File: src/rtl/pipe_stage_reg.sv
// pipe_stage_reg: valid/ready pipeline stage with a 2-entry skid buffer, masked flush bubble and saturating event counters
module pipe_stage_reg #(
  parameter int                DATA_W    = 64,
  parameter logic [DATA_W-1:0] BUBBLE    = '0,
  parameter logic [DATA_W-1:0] KEEP_MASK = '0,
  parameter int                CNT_W     = 16
) (
  input  logic              clk,
  input  logic              rst_n,
  input  logic              flush,
  input  logic              stall,
  input  logic              in_valid,
  output logic              in_ready,
  input  logic [DATA_W-1:0] in_data,
  output logic              out_valid,
  input  logic              out_ready,
  output logic [DATA_W-1:0] out_data,
  output logic [1:0]        occupancy,
  output logic [CNT_W-1:0]  flush_cnt,
  output logic [CNT_W-1:0]  stall_cnt
);
  typedef enum logic [1:0] {EMPTY = 2'd0, ONE = 2'd1, TWO = 2'd2} state_e;
  state_e            state_q, state_d;
  logic [DATA_W-1:0] main_q, main_d, skid_q, skid_d;
  logic [CNT_W-1:0]  flush_cnt_q, flush_cnt_d, stall_cnt_q, stall_cnt_d;
  logic              accept, issue;
  assign in_ready  = (state_q != TWO) && !stall;
  assign out_valid = state_q != EMPTY;
  assign out_data  = main_q;
  assign occupancy = state_q;
  assign flush_cnt = flush_cnt_q;
  assign stall_cnt = stall_cnt_q;
  assign accept    = in_valid && in_ready;
  assign issue     = out_valid && out_ready && !stall;
  assign flush_cnt_d = (flush && !(&flush_cnt_q)) ? flush_cnt_q + CNT_W'(1) : flush_cnt_q;
  assign stall_cnt_d = (stall && !flush && !(&stall_cnt_q)) ? stall_cnt_q + CNT_W'(1) : stall_cnt_q;
  always_comb begin
    state_d = state_q;
    main_d  = main_q;
    skid_d  = skid_q;
    if (flush) begin
      state_d = EMPTY;
      main_d  = (BUBBLE & ~KEEP_MASK) | (in_data & KEEP_MASK);
    end else if (!stall) begin
      case (state_q)
        EMPTY: if (accept) begin
          state_d = ONE;
          main_d  = in_data;
        end
        ONE: if (accept && issue) begin
          main_d = in_data;
        end else if (issue) begin
          state_d = EMPTY;
          main_d  = BUBBLE;
        end else if (accept) begin
          state_d = TWO;
          skid_d  = in_data;
        end
        TWO: if (issue) begin
          state_d = ONE;
          main_d  = skid_q;
        end
        default: state_d = EMPTY;
      endcase
    end
  end
  always_ff @(posedge clk or negedge rst_n) begin
    if (!rst_n) begin
      state_q     <= EMPTY;
      main_q      <= BUBBLE;
      skid_q      <= BUBBLE;
      flush_cnt_q <= '0;
      stall_cnt_q <= '0;
    end else begin
      state_q     <= state_d;
      main_q      <= main_d;
      skid_q      <= skid_d;
      flush_cnt_q <= flush_cnt_d;
      stall_cnt_q <= stall_cnt_d;
    end
  end
endmodule

File: config.mk
export PLATFORM = sky130hd
export DESIGN_NAME = pipe_stage_reg
export DESIGN_NICKNAME = d
export VERILOG_FILES = /design/src/rtl/pipe_stage_reg.sv
export SDC_FILE = /design/constraint.sdc
export NUM_CORES = 1
export LEC_CHECK = 0
export CORE_ASPECT_RATIO = 0.7
export CORE_MARGIN = 2
export CORE_UTILIZATION = 45
export CTS_BUF_LIST = sky130_fd_sc_hd__clkbuf_8 sky130_fd_sc_hd__clkbuf_16
export DETAILED_ROUTE_END_ITERATION = 6
export PLACE_DENSITY_LB_ADDON = 0.25
export SLEW_MARGIN = 5
export SYNTH_ARGS = -nofsm -noshare
export SYNTH_HDL_FRONTEND = slang
export SYNTH_SLANG_ARGS = --single-unit
File: constraint.sdc
create_clock -name clk -period 1.7 [get_ports clk]
set_input_delay 0.51 -clock clk [delete_from_list [all_inputs] [get_ports clk]]
set_output_delay 0.51 -clock clk [all_outputs]
set_load 0.01 [all_outputs]
Yosys cells after proc, flatten, opt, wreduce, memory -nomap -nowiden
Index checks and enable logic that the tools add are counted.
{"block": "classes", "add_sub_neg": 2, "muxes": 15, "n_eq_ne": 9, "bitwise": 4, "n_reduce_logical": 20}
{"operator": "$mux W64", "count": 6}
{"operator": "$pmux W64 S3", "count": 1}
{"operator": "$add A16 B1 Y16 const B", "count": 2}
{"operator": "$reduce_and A16 Y1", "count": 2}
{"operator": "$mux W2", "count": 7}
{"operator": "$reduce_and A5 Y1", "count": 2}
{"operator": "$ne A3 B3 Y1 const B", "count": 3}
{"operator": "$logic_and A1 B1 Y1", "count": 8}
{"operator": "$ne A4 B4 Y1 const B", "count": 2}
{"operator": "$pmux W2 S3", "count": 1}
{"operator": "$reduce_and A6 Y1", "count": 1}
{"operator": "$logic_not A1 Y1", "count": 4}
{"operator": "$ne A2 B2 Y1 const B", "count": 2}
{"operator": "$not A1 Y1", "count": 4}
{"operator": "$reduce_bool A4 Y1", "count": 1}
{"operator": "$eq A2 B1 Y1 const B", "count": 1}
{"operator": "$eq A2 B2 Y1 const B", "count": 1}
{"operator": "$logic_not A2 Y1", "count": 1}
{"operator": "$reduce_bool A2 Y1", "count": 1}
{"block": "totals", "inputBits": 70, "out_inout_bits": 100, "regBits": 162}

Depth between registers and ports, before layout
Gate-level depths: netlist of the first run.
{"block": "logic_depth", "depth_word": 9, "depth_mapped": 9}

Worst setup path before layout of the first run
OpenSTA, ideal clock, no wires.
{"block": "synth_path", "path_kind": "flip-flop to flip-flop", "startpoint": "reg state_q[0] (netlist: occupancy[0])", "endpoint": "reg skid_q[14]", "path_stages_with_launch": 9, "setup_time_ns": 0.127, "slack_ns": -0.246, "arrival_ns": 1.818, "cell_sequence": "dfrtp_1 -> inv_1 -> ha_1 -> nor2b_2 -> nand3_2 -> nor3_2 -> buf_4 -> buf_6 -> mux2_1"}
{"block": "synth_via", "elab_chain_cells": 6, "elab_cells_between_ends": 11, "classes_between": "eq/ne: 2; bitwise: 2; reduce/logical: 7"}
{"item": "start, declared", "line_no": "23", "text": "state_e state_q, state_d;"}
{"item": "start signal, assigned", "line_no": "75", "text": "state_q <= state_d;"}
{"item": "$ne A2 B2 Y1 or $reduce_bool A2 Y1 (tied branches)", "line_no": "27, 28"}
{"item": "$logic_and A1 B1 Y1 (on tied branches)", "line_no": "27, 34"}
{"item": "$logic_and A1 B1 Y1 (on tied branches)", "line_no": "33, 34"}
{"item": "$logic_and A1 B1 Y1", "line_no": "50", "text": "ONE: if (accept && issue) begin"}
{"item": "$not A1 Y1 (no line)"}
{"item": "$reduce_and A6 Y1 (no line) *"}
{"item": "end signal, assigned", "line_no": "77", "text": "skid_q <= skid_d;"}
{"item": "end, declared", "line_no": "24", "text": "logic [DATA_W-1:0] main_q, main_d, skid_q, skid_d;"}
Mark *: on every way between the ends. The rest lies on a longest branch, timed or not.
A chain may end at the register's enable or synchronous reset.

Final worst setup path of the first run
{"block": "layout_path", "startpoint": "reg state_q[1] (netlist: occupancy[1])", "endpoint": "reg main_q[55] (netlist: out_data[55])"}
{"block": "layout_via", "elab_chain_cells": 8, "elab_cells_between_ends": 19, "classes_between": "eq/ne: 6; mux: 4; reduce/logical: 9"}
{"item": "$ne A2 B2 Y1 or $reduce_bool A2 Y1 (tied branches)", "line_no": "27, 28"}
{"item": "$logic_and A1 B1 Y1 (on tied branches)", "line_no": "27, 34"}
{"item": "$logic_and A1 B1 Y1 (on tied branches)", "line_no": "33, 34"}
{"item": "$logic_and A1 B1 Y1", "line_no": "50"}
{"item": "$mux W64", "line_no": "50"}
{"item": "$pmux W64 S3", "line_no": "45", "text": "case (state_q)"}
{"item": "$mux W64", "line_no": "44", "text": "end else if (!stall) begin"}
{"item": "$mux W64", "line_no": "41", "text": "if (flush) begin"}
{"item": "end signal, assigned", "line_no": "76", "text": "main_q <= main_d;"}
{"item": "end, declared", "line_no": "24"}
Several ways; a longest one is shown, not always the timed one. The select of a mux whose other input is x is not followed.

==> results of run 1 <==
==> cells in the final DEF, fill, tap and decap left out, types with 5 or more instances in the layout <==
cell type        Yosys  layout
nand3_1             16      15
nand2_1             16      16
xor2_1               7       7
a22oi_1             64      60
a21oi_1              6       5
dlygate4sd2_1        0      92
buf_12               0      19
and3_1               8       5
clkdlybuf4s50_1      0      66
buf_16               0      10
xnor2_1             18      18
nor2_1              13      11
buf_4                8      54
buf_6                5      12
inv_1                5       6
dfrtp_1            162     158
mux2_4               0      65
o2bb2ai_2           10      52
clkbuf_16            0      29
o2bb2ai_4            0       9
==> where the power goes <==
group	switching, uW	internal [uW]
Sequential	1110	5350
Clock	1570	2000
Combinational	3590	4630
==> worst paths after layout <==
check	end	slack, ns	depth (start not counted)
worst max-delay path	out_data[55]	-0.31	10
worst min-delay path	out_data[9]	0.01	1
worst max register to register	out_data[55]	-0.31	10
worst min register to register	out_data[54]	0.49	1
max in group asynchronous	skid_q[19]	1.09	2
min in group clk	out_data[54]	0.49	1
==> per-stage QoR <==
stage	power [uW]	hold WS [ns]	setup slack (ns)	setup TNS, ns
floorplan	8950	0.214	-0.105	-9.26
global placement	11700	0.467	-0.557	-72.08
detailed placement	11900	0.473	-0.576	-75.32
CTS	16100	0.0227	-0.233	-22.07
global route	19100	0.0328	-0.360	-41.30
finish	18200	0.0138	-0.311	-33.28
==> metal layers <==
layer  share of wire (%)  global-route usage (%)  up-vias
li1                    -                       -     2520
met1                  44                    32.3     2962
met2                  48                    37.9      221
met3                 5.7                    5.61       32
met4                 1.7                    8.07        0
met5                   0                       0        -
==> flip-flops by register name, indices dropped and copies added, names as in the netlist <==
register,count
out_data,64
flush_cnt,16
stall_cnt,16
skid_q,64
occupancy,2
==> area by class of cell <==
type / instances / area (um2)
Sequential cell: 162 / 4060
Fill cell: 928 / 3830
Multi-Input combinational cell: 323 / 3570
Timing Repair Buffer: 278 / 3090
Clock buffer: 21 / 480
Tap cell: 200 / 250
Clock inverter: 11 / 65.1
Inverter: 5 / 18.8
==> repair_timing <==
| item | CTS | global route |
|---|---|---|
| setup endpoints to repair | 229 | 162 |
| pin swaps | 2 | 22 |
| buffers inserted | 19 | 19 |
| gates resized for setup | 154 | 173 |
| hold buffers | 0 | 0 |
| gates cloned | 10 | 16 |
==> logic make-up after synthesis <==
logic type,Yosys count,share of synthesized area [%]
buf+inv,39,3.32
simple gates,76,6.00
flops,162,57.8
xor+xnor,25,3.12
fa+ha+maj,5,0.893
mux,68,10.9
compound gates,149,17.9
==> impl_metrics.yaml, run 1 <==
logic_synthesis:
  ys_seq_area_share_pct: 57.8
  synth_top_area_share_pct: 57.8
  ys_ff_latch: 162
  synth_nets: 599
  synth-edff-count: 0
  yosys_warnings: 0
  yosys-top-cells-count: "162 x dfrtp_1, 64 x a22oi_1, 54 x o2bb2ai_1, 50 x mux2_1, 18 x xnor2_1"
  syn_avg_cell_area_um2: 13.4
  syn_area_um2: 7010
  synthCells: 524
  synth_area_leaders: "dfrtp_1 58%, mux2_1 8.0%, a22oi_1 6.9%"
  synthArstFlopShare_pct: 100
  synth_ff_type: "dfrtp_1"
  yosysTopAreaCell: "dfrtp_1"
  synth_cell_type_count: 46
  synth.most_common_cell: "dfrtp_1"
route:
  antenna_left: 0
  wire_per_inst_um: 22.7
  dr.pass1.iters: 5
  drt-total-wl_um: 22700
  via_count: 5735
  drc: 0
  vias_per_cell: 5.74
  drtIter0Drc: 428
worst_setup_path:
  worst-path-max-fanout: 6
  slowest_stage: "dfrtp_1"
  cpLargestDelayFamily: "compound AO/OA/AOI/OAI gates"
  path_class: "reg -> reg"
  worstPathCellList: "inv_2 > ha_4 > nand2b_4 > o21ai_4 > o31a_1 > o21ai_4 > buf_12 > buf_12 > clkbuf_16 > o2bb2ai_2"
  path_buf_inv: 4
  crit_path_start: "occupancy[1]"
  rr_startpoint: "occupancy[1]"
  endpoint_kind: "register"
  crit_path_start_kind: "register"
  required_ns: 2.01
  arrival_ns: 2.32
  slowest_delay_ns: 0.42
floorplanning:
  num_rows: 38
  coreArea_um2: 15400
  die_w_um: 153
  pin_count: 170
  dieArea_um2: 16600
  start_util_pct: 45.6
  die_h_um: 108
global_route:
  grt_antenna_before_repair: 0
  grt_max_degree: 44
  gr-total-overflow: 0
  grtUsageTotal_pct: 23.7
  grt_pass1_vias: 5621
  grt_pass1_wl_um: 30500
timing:
  rsz0062_at_grt: "yes"
  setup_viol: 132
  finClkSkew_ns: 0.00798
  worst_slack_ns: -0.311
  worst_pin_slew_ns: 0.463
  fin_crit_ns: 2.01
  hold_violations: 0
  max-slew-margin-rel_pct: 69.2
  min_period_over_period_pct: 118
  fmax_mhz: 497
  drv_slew: 0
placement:
  place_inst: 906
  gp_congestion: 0.806
  place_area_um2: 9290
  portBuffers: 169
  dp_hpwl_um: 11600
clocking:
  clock_path_buffers: 2
  path_clk_slew_ns: 0.06
  cts-htree-levels: 4
  cts-root-buf: "clkbuf_16"
  cts_inserted_buffers: 17
  cts_tree: "yes"
  clkLatencyLatePin_ns: 0.43
  clock-sinks: 162
layout:
  nets: 862
  area_delta_synth_final_pct: 64.5
  instances_no_fill: 1000
  final_cell_area_um2: 11500
  utilization_pct: 75.1
  drive_gt1_share_pct: 39.3
  antenna_cells: 0
run_status:
  failed_checks: "negative setup slack"
  status: "finished with violations"
pwr:
  p_leak_uw: 0.00538
  ir_drop_mv: 0.957
  power.density_nw_per_um2: 1580
min_path:
  hp-class: "in -> async"
job:
  drv_cap: 0
No activity file was read; power rests on OpenSTA's default activity.
==> run 2, diff against run 1 <==
Settings changed: CORE_UTILIZATION 45 to 57, DONT_BUFFER_PORTS set to 1.
==> impl_metrics.yaml, run 2 (same netlist as run 1, synthesis figures left out) <==
route:
  wire_per_inst_um: 25.6
  dr.pass1.iters: 5
  drtIter0Drc: 304
  antenna_left: 0
  drt-total-wl_um: 19700
  via_count: 4961
  vias_per_cell: 6.46
  drc: 0
timing:
  setup_viol: 131
  worst_pin_slew_ns: 0.474
  min_period_over_period_pct: 111
  rsz0062_at_grt: "yes"
  fin_crit_ns: 1.89
  hold_slack_ns: -0.216
  worst_slack_ns: -0.186
  finClkSkew_ns: 0.0118
  fmax_mhz: 530
  drv_slew: 0
  hold_violations: 162
  max-slew-margin-rel_pct: 68.2
worst_setup_path:
  path_buf_inv: 5
  required_ns: 1.99
  slowest_stage: "dfrtp_1"
  arrival_ns: 2.18
  worst-path-max-fanout: 12
  path_class: "reg -> reg"
  crit_path_start_kind: "register"
  endpoint_kind: "register"
  worstPathCellList: "inv_2 > buf_4 > ha_4 > nand3_4 > buf_4 > o21ai_4 > buf_12 > buf_16 > a22oi_1 > o2bb2ai_4"
  path_common_cell: "buf_4"
  cpLargestDelayFamily: "buffers and inverters"
  slowest_delay_ns: 0.41
clocking:
  path_clk_slew_ns: 0.07
  clock-sinks: 162
  clkLatencyLatePin_ns: 0.41
  cts_tree: "yes"
  cts_inserted_buffers: 17
  clock_path_buffers: 2
  cts-root-buf: "clkbuf_16"
  cts-htree-levels: 4
placement:
  gp_congestion: 0.844
  place_area_um2: 7580
  place_inst: 704
  dpl_worst_slack_ns: -0.202
  dp_hpwl_um: 10600
  portBuffers: 0
global_route:
  grt_max_degree: 163
  grtUsageTotal_pct: 26.7
  grt_pass1_wl_um: 27600
  gr-total-overflow: 0
  grt_pass1_vias: 5028
  grt_antenna_before_repair: 0
layout:
  area_delta_synth_final_pct: 34.5
  final_common_cell: "dfrtp_1"
  drive_gt1_share_pct: 42.6
  instances_no_fill: 768
  layout_common_cells: "162 x dfrtp_1, 57 x a22oi_1, 44 x buf_4"
  antenna_cells: 0
  final_cell_area_um2: 9430
  nets: 673
job:
  drv_cap: 0
run_status:
  failed_checks: "negative hold slack, negative setup slack"
  status: "finished with violations"
floorplanning:
  dieArea_um2: 13200
  coreArea_um2: 11900
  die_w_um: 137
  start_util_pct: 59.1
  num_rows: 33
  die_h_um: 96.8
  pin_count: 170
pwr:
  ir_drop_mv: 1.05
  power_uw: 17000
  power.density_nw_per_um2: 1800
  p_leak_uw: 0.00415
min_path:
  hp-class: "in -> async"
-- run 2: cell count changes in the layout (fill, tap and decap cells not counted), moves of 4 or more --
cell | previous run | this run
o2bb2ai_2 | 52 | 40
inv_1 | 6 | 2
mux2_2 | 2 | 15
dlygate4sd2_1 | 92 | 0
buf_12 | 19 | 13
dfrtp_2 | 4 | 0
buf_4 | 54 | 44
dfrtp_1 | 158 | 162
mux2_1 | 0 | 9
buf_2 | 4 | 0
o2bb2ai_4 | 9 | 5
clkdlybuf4s50_1 | 66 | 0
o2bb2ai_1 | 3 | 19
mux2_4 | 65 | 43
-- run 2: final cells by class --
class | instances | area [um2]
repair buffers | 89 | 1220
well taps | 157 | 196
flip-flops and latches | 162 | 4050
clock buffers | 20 | 467
clock inverters | 12 | 145
inverters | 5 | 18.8
fillers | 648 | 2420
multi-input cells | 323 | 3330
-- run 2: final timing paths --
kind	startpoint	to	slack, ns	cells past startpoint
setup / recovery	occupancy[1]	out_data[54]	-0.19	10
hold / removal	rst_n	skid_q[12]	-0.22	0
setup reg to reg	occupancy[1]	out_data[54]	-0.19	10
hold reg to reg	skid_q[46]	skid_q[46]	0.49	1
max in group asynchronous	rst_n	out_data[20]	1.57	0
min in group clk	in_data[60]	skid_q[60]	0.23	1
-- run 2: what timing repair did --
action | 4_1_cts | 5_1_grt
gates resized for setup | 53 | 95
buffers inserted | 10 | 5
endpoints found under the setup margin | 132 | 142
cloned | 6 | 12
pin swaps | 2 | 8
endpoints found under the hold margin | 162 | 162
-- run 2: report_power, final --
| group | internal [uW] | switching, uW | leakage [uW] |
|---|---|---|---|
| logic | 3490 | 2690 | 0.00176 |
| clock network | 2320 | 1630 | 0.000293 |
| registers | 5340 | 1520 | 0.00210 |
-- run 2: metrics by stage --
stage                     hold WS [ns]  utilization, %  setup TNS [ns]
after floorplan                  0.214               -           -9.26
after global placement           0.218            63.9           -8.75
after detailed placement         0.216            63.9          -16.96
after CTS                       -0.226            73.1          -13.78
after global routing            -0.240            79.6          -25.75
final                           -0.216            79.6          -17.59
-- run 2: routing by layer --
metal | vias to the layer above | GRT usage (%) | part of all wire, %
met5 | - | 0 | 0
met2 | 194 | 40.8 | 48
met1 | 2600 | 37.0 | 43
met4 | 0 | 6.09 | 1.7
li1 | 2136 | - | -
met3 | 31 | 9.22 | 8.1
